### src/rtl/countdown_pkg.sv
// Countdown timer shared types and limits.
// State encoding, counter maxima and preset clamping.
package countdown_pkg;

  typedef enum logic [1:0] {
    IDLE    = 2'b00,
    RUNNING = 2'b01,
    PAUSED  = 2'b10,
    EXPIRED = 2'b11
  } state_e;

  localparam int unsigned MS_MAX  = 999;
  localparam int unsigned SEC_MAX = 59;

  function automatic logic [5:0] clamp_sec(
    input logic [5:0] s
  );
    return (s > 6'(SEC_MAX)) ? 6'(SEC_MAX) : s;
  endfunction

  function automatic logic [9:0] clamp_ms(
    input logic [9:0] m
  );
    return (m > 10'(MS_MAX)) ? 10'(MS_MAX) : m;
  endfunction

endpackage

### src/rtl/countdown_timer_fsm_if.sv
// Countdown timer control/status bundle.
// master drives controls and presets; slave is the timer.
interface countdown_timer_fsm_if;

  logic       start_stop;
  logic       load;
  logic       clear;
  logic [5:0] preset_seconds;
  logic [9:0] preset_ms;
  logic [5:0] seconds;
  logic [9:0] milliseconds;
  logic       status_led;
  logic       done;
  logic       alarm_led;

  modport master (
    output start_stop,
    output load,
    output clear,
    output preset_seconds,
    output preset_ms,
    input  seconds,
    input  milliseconds,
    input  status_led,
    input  done,
    input  alarm_led
  );

  modport slave (
    input  start_stop,
    input  load,
    input  clear,
    input  preset_seconds,
    input  preset_ms,
    output seconds,
    output milliseconds,
    output status_led,
    output done,
    output alarm_led
  );

endinterface

### src/rtl/countdown_timer_fsm_rise_detect.sv
// Rising-edge detector for the start_stop level input.
// One register; the edge is combinational in the same cycle.
module rise_detect (
  input  logic clk,
  input  logic reset,
  input  logic sig_i,
  output logic edge_o
);

  logic sig_q;

  // remember last cycle's level
  always_ff @(posedge clk or posedge reset) begin
    if (reset) begin
      sig_q <= 1'b0;
    end else begin
      sig_q <= sig_i;
    end
  end

  assign edge_o = sig_i & ~sig_q;

endmodule

### src/rtl/countdown_timer_fsm.sv
// Seconds/milliseconds countdown timer with pause and alarm.
// Priority each cycle: clear, load, start_stop edge, countdown.
module countdown_timer_fsm
  import countdown_pkg::*;
#(
  parameter int unsigned ALARM_HALF = 250
) (
  input logic                  clk,
  input logic                  reset,
  countdown_timer_fsm_if.slave bus
);

  localparam int BW = $clog2(ALARM_HALF + 1);

  state_e          state_q, state_d;
  logic [5:0]      sec_q, sec_d;
  logic [9:0]      ms_q, ms_d;
  logic            done_q, done_d;
  logic            alarm_q, alarm_d;
  logic [BW-1:0]   blink_q, blink_d;
  logic            rise;
  logic            nonzero;
  logic            last_ms;

  rise_detect u_rise (
    .clk    (clk),
    .reset  (reset),
    .sig_i  (bus.start_stop),
    .edge_o (rise)
  );

  assign nonzero = (sec_q != 6'd0) || (ms_q != 10'd0);
  assign last_ms = (sec_q == 6'd0) && (ms_q == 10'd1);

  // state, counters, done pulse and blink registers
  always_ff @(posedge clk or posedge reset) begin
    if (reset) begin
      state_q <= IDLE;
      sec_q   <= '0;
      ms_q    <= '0;
      done_q  <= 1'b0;
      alarm_q <= 1'b0;
      blink_q <= '0;
    end else begin
      state_q <= state_d;
      sec_q   <= sec_d;
      ms_q    <= ms_d;
      done_q  <= done_d;
      alarm_q <= alarm_d;
      blink_q <= blink_d;
    end
  end

  // next state with clear > load > edge > countdown
  always_comb begin
    state_d = state_q;
    sec_d   = sec_q;
    ms_d    = ms_q;
    done_d  = 1'b0;
    alarm_d = alarm_q;
    blink_d = blink_q;
    if (bus.clear) begin
      state_d = IDLE;
      sec_d   = '0;
      ms_d    = '0;
      alarm_d = 1'b0;
      blink_d = '0;
    end else if (bus.load && state_q != RUNNING) begin
      state_d = IDLE;
      sec_d   = clamp_sec(bus.preset_seconds);
      ms_d    = clamp_ms(bus.preset_ms);
      alarm_d = 1'b0;
      blink_d = '0;
    end else if (rise) begin
      unique case (state_q)
        IDLE: begin
          if (nonzero) state_d = RUNNING;
        end
        RUNNING: state_d = PAUSED;
        PAUSED:  state_d = RUNNING;
        EXPIRED: begin
          state_d = IDLE;
          alarm_d = 1'b0;
          blink_d = '0;
        end
      endcase
    end else begin
      unique case (state_q)
        RUNNING: begin
          if (ms_q != 10'd0) begin
            ms_d = ms_q - 10'd1;
          end else if (sec_q != 6'd0) begin
            ms_d  = 10'(MS_MAX);
            sec_d = sec_q - 6'd1;
          end
          if (last_ms) begin
            state_d = EXPIRED;
            done_d  = 1'b1;
            alarm_d = 1'b1;
            blink_d = '0;
          end
        end
        EXPIRED: begin
          if (blink_q == BW'(ALARM_HALF - 1)) begin
            blink_d = '0;
            alarm_d = ~alarm_q;
          end else begin
            blink_d = blink_q + BW'(1);
          end
        end
        default: ;
      endcase
    end
  end

  assign bus.seconds      = sec_q;
  assign bus.milliseconds = ms_q;
  assign bus.status_led   = (state_q == RUNNING);
  assign bus.done         = done_q;
  assign bus.alarm_led    = alarm_q;

endmodule
### src/flat_wrapper.sv
// flat-port wrapper written by rule: the top's interface ports become plain ports
module countdown_timer_fsm_flat import countdown_pkg::*;
#(
  parameter int unsigned ALARM_HALF = 250
)
  (clk, reset, bus_start_stop, bus_load, bus_clear, bus_preset_seconds, bus_preset_ms, bus_seconds, bus_milliseconds, bus_status_led, bus_done, bus_alarm_led);
  countdown_timer_fsm_if bus_i ();
  input logic clk;
  input logic reset;
  input wire logic [$bits(bus_i.start_stop)-1:0] bus_start_stop;
  input wire logic [$bits(bus_i.load)-1:0] bus_load;
  input wire logic [$bits(bus_i.clear)-1:0] bus_clear;
  input wire logic [$bits(bus_i.preset_seconds)-1:0] bus_preset_seconds;
  input wire logic [$bits(bus_i.preset_ms)-1:0] bus_preset_ms;
  output wire logic [$bits(bus_i.seconds)-1:0] bus_seconds;
  output wire logic [$bits(bus_i.milliseconds)-1:0] bus_milliseconds;
  output wire logic [$bits(bus_i.status_led)-1:0] bus_status_led;
  output wire logic [$bits(bus_i.done)-1:0] bus_done;
  output wire logic [$bits(bus_i.alarm_led)-1:0] bus_alarm_led;
  assign bus_i.start_stop = bus_start_stop;
  assign bus_i.load = bus_load;
  assign bus_i.clear = bus_clear;
  assign bus_i.preset_seconds = bus_preset_seconds;
  assign bus_i.preset_ms = bus_preset_ms;
  assign bus_seconds = bus_i.seconds;
  assign bus_milliseconds = bus_i.milliseconds;
  assign bus_status_led = bus_i.status_led;
  assign bus_done = bus_i.done;
  assign bus_alarm_led = bus_i.alarm_led;
  countdown_timer_fsm #(.ALARM_HALF(ALARM_HALF)) u_core (.clk(clk), .reset(reset), .bus(bus_i));
endmodule
### config.mk
export PLATFORM = sky130hd
export DESIGN_NAME = countdown_timer_fsm_flat
export DESIGN_NICKNAME = d
export VERILOG_FILES = /design/src/rtl/countdown_pkg.sv /design/src/rtl/countdown_timer_fsm_if.sv /design/src/rtl/countdown_timer_fsm_rise_detect.sv /design/src/rtl/countdown_timer_fsm.sv /design/src/flat_wrapper.sv
export SDC_FILE = /design/constraint.sdc
export NUM_CORES = 1
export LEC_CHECK = 0
export ABC_AREA = 1
export CAP_MARGIN = 20
export CORE_MARGIN = 10
export CORE_UTILIZATION = 40
export CTS_CLUSTER_DIAMETER = 30
export DETAILED_ROUTE_END_ITERATION = 6
export RECOVER_POWER = 50
export SYNTH_ARGS = -nofsm -noshare
export SYNTH_HDL_FRONTEND = slang
export SYNTH_SLANG_ARGS = --single-unit
### constraint.sdc
create_clock -name clk -period 3.7 [get_ports clk]
set_clock_uncertainty 0.2 [all_clocks]
set_input_delay 1.11 -clock clk [delete_from_list [all_inputs] [get_ports clk]]
set_output_delay 1.11 -clock clk [all_outputs]
set_load 0.01 [all_outputs]
==> results of run 1 <==
[through the flow]
stage	util	cells	cell area, um^2	hold WS, ns
detailed placement	0.5070	418	2623	0.3061
finish	0.5218	426	2699	0.3171
global route	0.5218	426	2699	0.3444
CTS	0.5230	426	2705	0.3205
floorplan	-	312	2166	0.2742
global placement	0.5070	418	2623	0.2971
[state kept, by name, summed over array words and instances, names as in the netlist]
register,count
u_core.bus.seconds,6
u_core.blink_q,8
u_core.bus.alarm_led,1
u_core.u_rise.sig_q,1
u_core.state_q,2
u_core.bus.milliseconds,10
u_core.bus.done,1
[worst max path at each step]
stage / end / slack, ns
3_5_place_dp: u_core.bus.milliseconds[7] / 0.75
6_report: u_core.bus.milliseconds[7] / 0.84
3_3_place_gp: u_core.bus.milliseconds[8] / 0.79
5_1_grt: u_core.bus.milliseconds[6] / 0.46
4_1_cts: bus_status_led / 0.87
2_1_floorplan: u_core.bus.alarm_led / 1.48
[kinds of logic (layout without fill, tap and decap cells)]
| family | after synthesis | after routing |
|---|---|---|
| buf+inv | 45 | 89 |
| simple gates | 189 | 189 |
| xor+xnor | 9 | 9 |
| flops | 29 | 29 |
| fa+ha+maj | 7 | 7 |
| compound gates | 33 | 33 |
[report_power, final]
| part | internal (mW) | leakage [nW] | switching [mW] |
|---|---|---|---|
| sequential | 0.370 | 0.380 | 0.0792 |
| combinational | 0.252 | 0.898 | 0.330 |
| clock | 0.130 | 0.0450 | 0.124 |
| total | 0.753 | 1.32 | 0.533 |
[cells in the final DEF, fill, tap and decap left out]
master	synthesis	layout
nand2_1	88	88
nor2_1	37	38
inv_1	36	36
clkdlybuf4s50_1	0	31
dfrtp_1	29	29
nand3_1	23	23
o21ai_0	14	14
a21oi_1	13	13
nand4_1	9	9
dlygate4sd3_1	0	8
ha_1	7	7
nand3_2	6	6
xnor2_1	5	5
nand2_2	5	5
nor2_2	6	5
nand3b_1	5	5
clkbuf_8	0	5
nand2_4	4	4
inv_2	4	4
xor2_1	4	4
o21ai_1	4	4
nor2_4	3	3
nor3_1	2	2
clkinv_2	0	2
clkbuf_1	1	2
nor2_8	1	1
a21oi_2	1	1
o21a_1	1	1
buf_4	0	1
[final cells by class]
cell class / count / area (um^2)
clock buffer: 6 / 72.57
clock inverter: 2 / 10.01
fill: 517 / 2474
inverter: 40 / 150.1
multi-input combinational: 238 / 1251
sequential: 29 / 725.7
tap: 70 / 87.58
timing repair buffer: 41 / 401.6
[layer usage]
metal  up-vias  GRT usage  share of wire
li1       1074          -              -
met1       906     0.1594           0.46
met5         -          0              0
met2        40     0.2216           0.47
met3         2    0.03917          0.057
met4         0    0.04177         0.0053
[tightest hold or removal path: stages (launching register included)]
cell and delay (ns):
dfrtp_1 0.37, nand2_1 0.06, o21ai_0 0.06
==> impl_metrics.env, run 1 <==
export IMPL_status="complete, but fails checks"
export IMPL_violations="capacitance limit, slew limit"
export IMPL_crit_cells=3
export IMPL_hold_buffers=0
export IMPL_tritoncts="done"
export IMPL_peakVddDrop_mv=0.2114
export IMPL_synth_top_area_frac=0.3351
export IMPL_drv_cap=1
export IMPL_grt_max_degree=30
export IMPL_yosysSeqAreaShare=0.3351
export IMPL_post_cts_setup_buffers=0
export IMPL_startpoint="reset"
export IMPL_ys_ff_latch=29
export IMPL_grt_overflow=0
export IMPL_required_ns=3.59
export IMPL_critical_path_class="in2async"
export IMPL_finalNetCount=383
export IMPL_synthXorXnorAreaFrac=0.03640
export IMPL_syn_inst=312
export IMPL_drtIter0Drc=76
export IMPL_min_path_type="reg2reg"
export IMPL_die_area_mm2=0.008758
export IMPL_clock_root_buffer="clkbuf_8"
export IMPL_row_count=26
export IMPL_grt_pass1_wl_um=9466
export IMPL_first_pass_iters=5
export IMPL_ys_types=26
export IMPL_slowest_delay_ns=1.18
export IMPL_route_detailed_drc=0
export IMPL_reg2reg_depth=10
export IMPL_die_w_um=93.59
export IMPL_start_kind="primary input"
export IMPL_vias=2022
export IMPL_synth_most_common_cell="nand2_1"
export IMPL_synth_nets=340
export IMPL_max_slew_worst_pin_slew_ns=1.650
export IMPL_synthTopCellsByArea="dfrtp_1 (34%), nand2_1 (15%), nor2_1 (6.4%)"
export IMPL_critical_path_cell_chain="clkdlybuf4s50_1 -> inv_1 -> clkbuf_1"
export IMPL_total_power_mw=1.286
export IMPL_antenna_found_initial=0
export IMPL_fmax_mhz=349.9
export IMPL_clk_pin_slew_ns=0.06
export IMPL_synthMuxAreaShare=0
export IMPL_dpl_worst_slack_ns=0.7521
export IMPL_slew_headroom=-0.1002
export IMPL_drt_total_wl_um=5463
export IMPL_area_growth_pct=24.61
export IMPL_start_util=0.4187
export IMPL_period_share=0.7725
export IMPL_cts_sinks=29
export IMPL_worstSetupEndpointType="async pin"
export IMPL_placeableCoreArea_mm2=0.005172
export IMPL_crit_buf_inv=3
export IMPL_min_to="u_core.blink_q[6]"
export IMPL_hold_start="u_core.blink_q[6]"
export IMPL_synth_top_family_by_area="simple AND/OR/NAND/NOR gates"
export IMPL_synthFlopType="dfrtp_1"
export IMPL_drv_slew=30
export IMPL_hold_viol_final=0
export IMPL_setup_tns_ns=0
export IMPL_n_antenna_cell=0
export IMPL_h_tree_depth=2
export IMPL_rrSetupSlack_ns=1.80
export IMPL_clkLatencyLatePin_ns=0.28
export IMPL_power_density_mw_per_mm2=476.4
export IMPL_clk_path_buf_depth=2
export IMPL_synth_largest_area_cell="dfrtp_1"
export IMPL_ys_top_cells_by_count="nand2_1 (88), nor2_1 (37), inv_1 (36), dfrtp_1 (29), nand3_1 (23)"
export IMPL_synth_area_per_cell_um2=6.942
export IMPL_async_flop_share=1.000
export IMPL_grt_pass1_vias=1999
export IMPL_grt_util_all_layers=0.1325
export IMPL_synthSimpleGateAreaFrac=0.4229
export IMPL_post_cts_resized=0
export IMPL_hold_path_depth=2
export IMPL_synth_warnings=0
export IMPL_reg2reg_from="u_core.bus.milliseconds[0]"
export IMPL_critPathArrivalTime_ns=2.75
export IMPL_synth_edff_count=0
export IMPL_post_drt_wl_per_cell_um=12.82
export IMPL_leakage_nw=1.324
export IMPL_setup_ws_ns=0.8416
export IMPL_ios=40
export IMPL_rsz0062_at_grt="false"
export IMPL_dp_final_hpwl_um=4275
export IMPL_viasPerCell=4.746
export IMPL_cpMaxStageDelayCell="clkbuf_1"
export IMPL_setup_viol=0
export IMPL_portBuffers=39
export IMPL_synth_compound_area_frac=0.07915
export IMPL_cp_top_family="buffers and inverters"
export IMPL_syn_area_mm2=0.002166
export IMPL_crit_fanout=29
export IMPL_die_y_um=93.59
export IMPL_ant_nets=0
export IMPL_cts_inserted_buffers=5
export IMPL_drive_above_1_share=0.1039
export IMPL_final_min_clock_period_ns=2.858
export IMPL_synth_fa_ha_area_frac=0.04044
export IMPL_r2r_end="u_core.bus.milliseconds[5]"
export IMPL_routabilityCongestion=0.8614
No activity file was read; power rests on OpenSTA's default activity.
==> run 2, diff against run 1 <==
==> constraint.sdc (replaced) <==
create_clock -name clk -period 2.9 [get_ports clk]
set_clock_uncertainty 0.2 [all_clocks]
set_input_delay 0.87 -clock clk [delete_from_list [all_inputs] [get_ports clk]]
set_output_delay 0.87 -clock clk [all_outputs]
set_load 0.01 [all_outputs]
==> run 2 against run 1 <==
  * The run now ends clean
  * Register-to-register slack lost 0.83 ns
  * Power rose by 29%
  * Setup slack got worse by 0.50 ns
  * Via count rose by 2.0%
==> impl_metrics.env, run 2 (same netlist as run 1, synthesis figures left out) <==
export IMPL_status="finished clean"
export IMPL_post_cts_setup_buffers=0
export IMPL_tritoncts="done"
export IMPL_peakVddDrop_mv=0.2988
export IMPL_cts_inserted_buffers=5
export IMPL_antenna_found_initial=0
export IMPL_fmax_mhz=390.9
export IMPL_drv_cap=0
export IMPL_area_growth_pct=24.73
export IMPL_drt_total_wl_um=5530
export IMPL_start_util=0.4187
export IMPL_reg2reg_depth=10
export IMPL_routabilityCongestion=0.8783
export IMPL_critPathArrivalTime_ns=1.49
export IMPL_reg2reg_from="u_core.bus.milliseconds[0]"
export IMPL_slew_headroom=0.4877
export IMPL_required_ns=1.83
export IMPL_mostFrequentLayoutCells="nand2_1 (89), nor2_1 (38), inv_1 (36), clkdlybuf4s50_1 (32), dfrtp_1 (29)"
export IMPL_hold_viol_final=0
export IMPL_power_density_mw_per_mm2=612.5
export IMPL_vias=2062
export IMPL_largest_register_ffs=10
export IMPL_die_y_um=93.59
export IMPL_setup_tns_ns=0
export IMPL_dpl_worst_slack_ns=0.1878
export IMPL_grt_util_all_layers=0.1344
export IMPL_die_w_um=93.59
export IMPL_die_area_mm2=0.008758
export IMPL_drtIter0Drc=95
export IMPL_period_share=0.8820
export IMPL_grt_overflow=0
export IMPL_hold_path_depth=2
export IMPL_setup_viol=0
export IMPL_row_count=26
export IMPL_setup_ws_ns=0.3421
export IMPL_final_common_cell="nand2_1"
export IMPL_portBuffers=39
export IMPL_hold_start="u_core.bus.alarm_led"
export IMPL_drv_slew=0
export IMPL_cts_sinks=29
export IMPL_post_drt_wl_per_cell_um=13.01
export IMPL_min_path_type="reg2reg"
export IMPL_max_slew_worst_pin_slew_ns=0.7685
export IMPL_grt_pass1_vias=1996
export IMPL_clkLatencyLatePin_ns=0.28
export IMPL_clk_pin_slew_ns=0.06
export IMPL_h_tree_depth=2
export IMPL_r2r_end="u_core.bus.milliseconds[6]"
export IMPL_placeableCoreArea_mm2=0.005172
export IMPL_grt_max_degree=30
export IMPL_drive_above_1_share=0.1014
export IMPL_start_kind="flop"
export IMPL_route_detailed_drc=0
export IMPL_viasPerCell=4.852
export IMPL_clk_path_buf_depth=2
export IMPL_leakage_nw=1.322
export IMPL_min_to="u_core.bus.alarm_led"
export IMPL_finalNetCount=383
export IMPL_clock_root_buffer="clkbuf_8"
export IMPL_hold_buffers=0
export IMPL_grt_pass1_wl_um=9487
export IMPL_dp_final_hpwl_um=4363
export IMPL_rrSetupSlack_ns=0.97
export IMPL_ios=40
export IMPL_final_min_clock_period_ns=2.558
export IMPL_post_cts_resized=0
export IMPL_first_pass_iters=4
export IMPL_n_antenna_cell=0
export IMPL_critical_path_class="reg2out"
export IMPL_ant_nets=0
export IMPL_worstSetupEndpointType="output pin"
export IMPL_crit_fanout=4
export IMPL_rsz0062_at_grt="false"
run 2: stage by stage:
step	area (um^2)	utilization	power, mW	hold WS (ns)	std cells
floorplan	2166	-	1.067	0.2742	312
global placement	2623	0.5070	1.336	0.2999	418
detailed placement	2623	0.5070	1.339	0.3073	418
CTS	2709	0.5237	1.684	0.3219	425
global route	2701	0.5223	1.792	0.3787	425
finish	2701	0.5223	1.655	0.3205	425
run 2: worst max-delay path by stage:
stage                            from                         end  slack (ns)  cells after the start
CTS                 u_core.state_q[1]              bus_status_led        0.30                      4
global route           bus_start_stop       u_core.bus.seconds[5]        0.25                      8
global placement       bus_start_stop        u_core.bus.alarm_led        0.24                     10
finish              u_core.state_q[1]              bus_status_led        0.34                      4
detailed placement     bus_start_stop  u_core.bus.milliseconds[6]        0.19                      9
floorplan              bus_start_stop        u_core.bus.alarm_led        0.92                      9
run 2: layer usage:
metal,wire (um),global-route usage,vias up
li1,-,-,1074
met1,2561,0.1651,934
met2,2576,0.2129,43
met3,292,0.04317,11
met4,98,0.05316,0
met5,0,0,-
run 2: critical path, stage by stage, from the launching register on:
cell and delay (ns):
dfrtp_1 0.40, inv_1 0.08, nand2_2 0.09, inv_1 0.10, clkdlybuf4s50_1 0.54
run 2: area by class of cell:
class	count	area (um^2)
fill	518	2471
multi-input combinational	238	1249
sequential	29	725.7
timing repair buffer	41	402.9
inverter	40	150.1
tap	70	87.58
clock buffer	7	86.33
run 2: power breakdown:
part | internal (mW) | switching, mW | leakage (nW)
combinational | 0.324 | 0.423 | 0.898
clock | 0.188 | 0.146 | 0.0443
sequential | 0.473 | 0.100 | 0.380
total | 0.985 | 0.670 | 1.32
==> run 3, diff against run 2 <==
--- a/config.mk
+++ b/config.mk
@@ -6,12 +6,14 @@
 export NUM_CORES = 1
 export LEC_CHECK = 0
 export ABC_AREA = 1
+export ABC_CLOCK_PERIOD_IN_PS = 2900
 export CAP_MARGIN = 20
 export CORE_MARGIN = 10
 export CORE_UTILIZATION = 40
 export CTS_CLUSTER_DIAMETER = 30
 export DETAILED_ROUTE_END_ITERATION = 6
 export RECOVER_POWER = 50
+export SLEW_MARGIN = 15
 export SYNTH_ARGS = -nofsm -noshare
 export SYNTH_HDL_FRONTEND = slang
 export SYNTH_SLANG_ARGS = --single-unit
==> results of run 3 <==
Same layout as run 2: the final DEF is identical, and so are final timing and power.
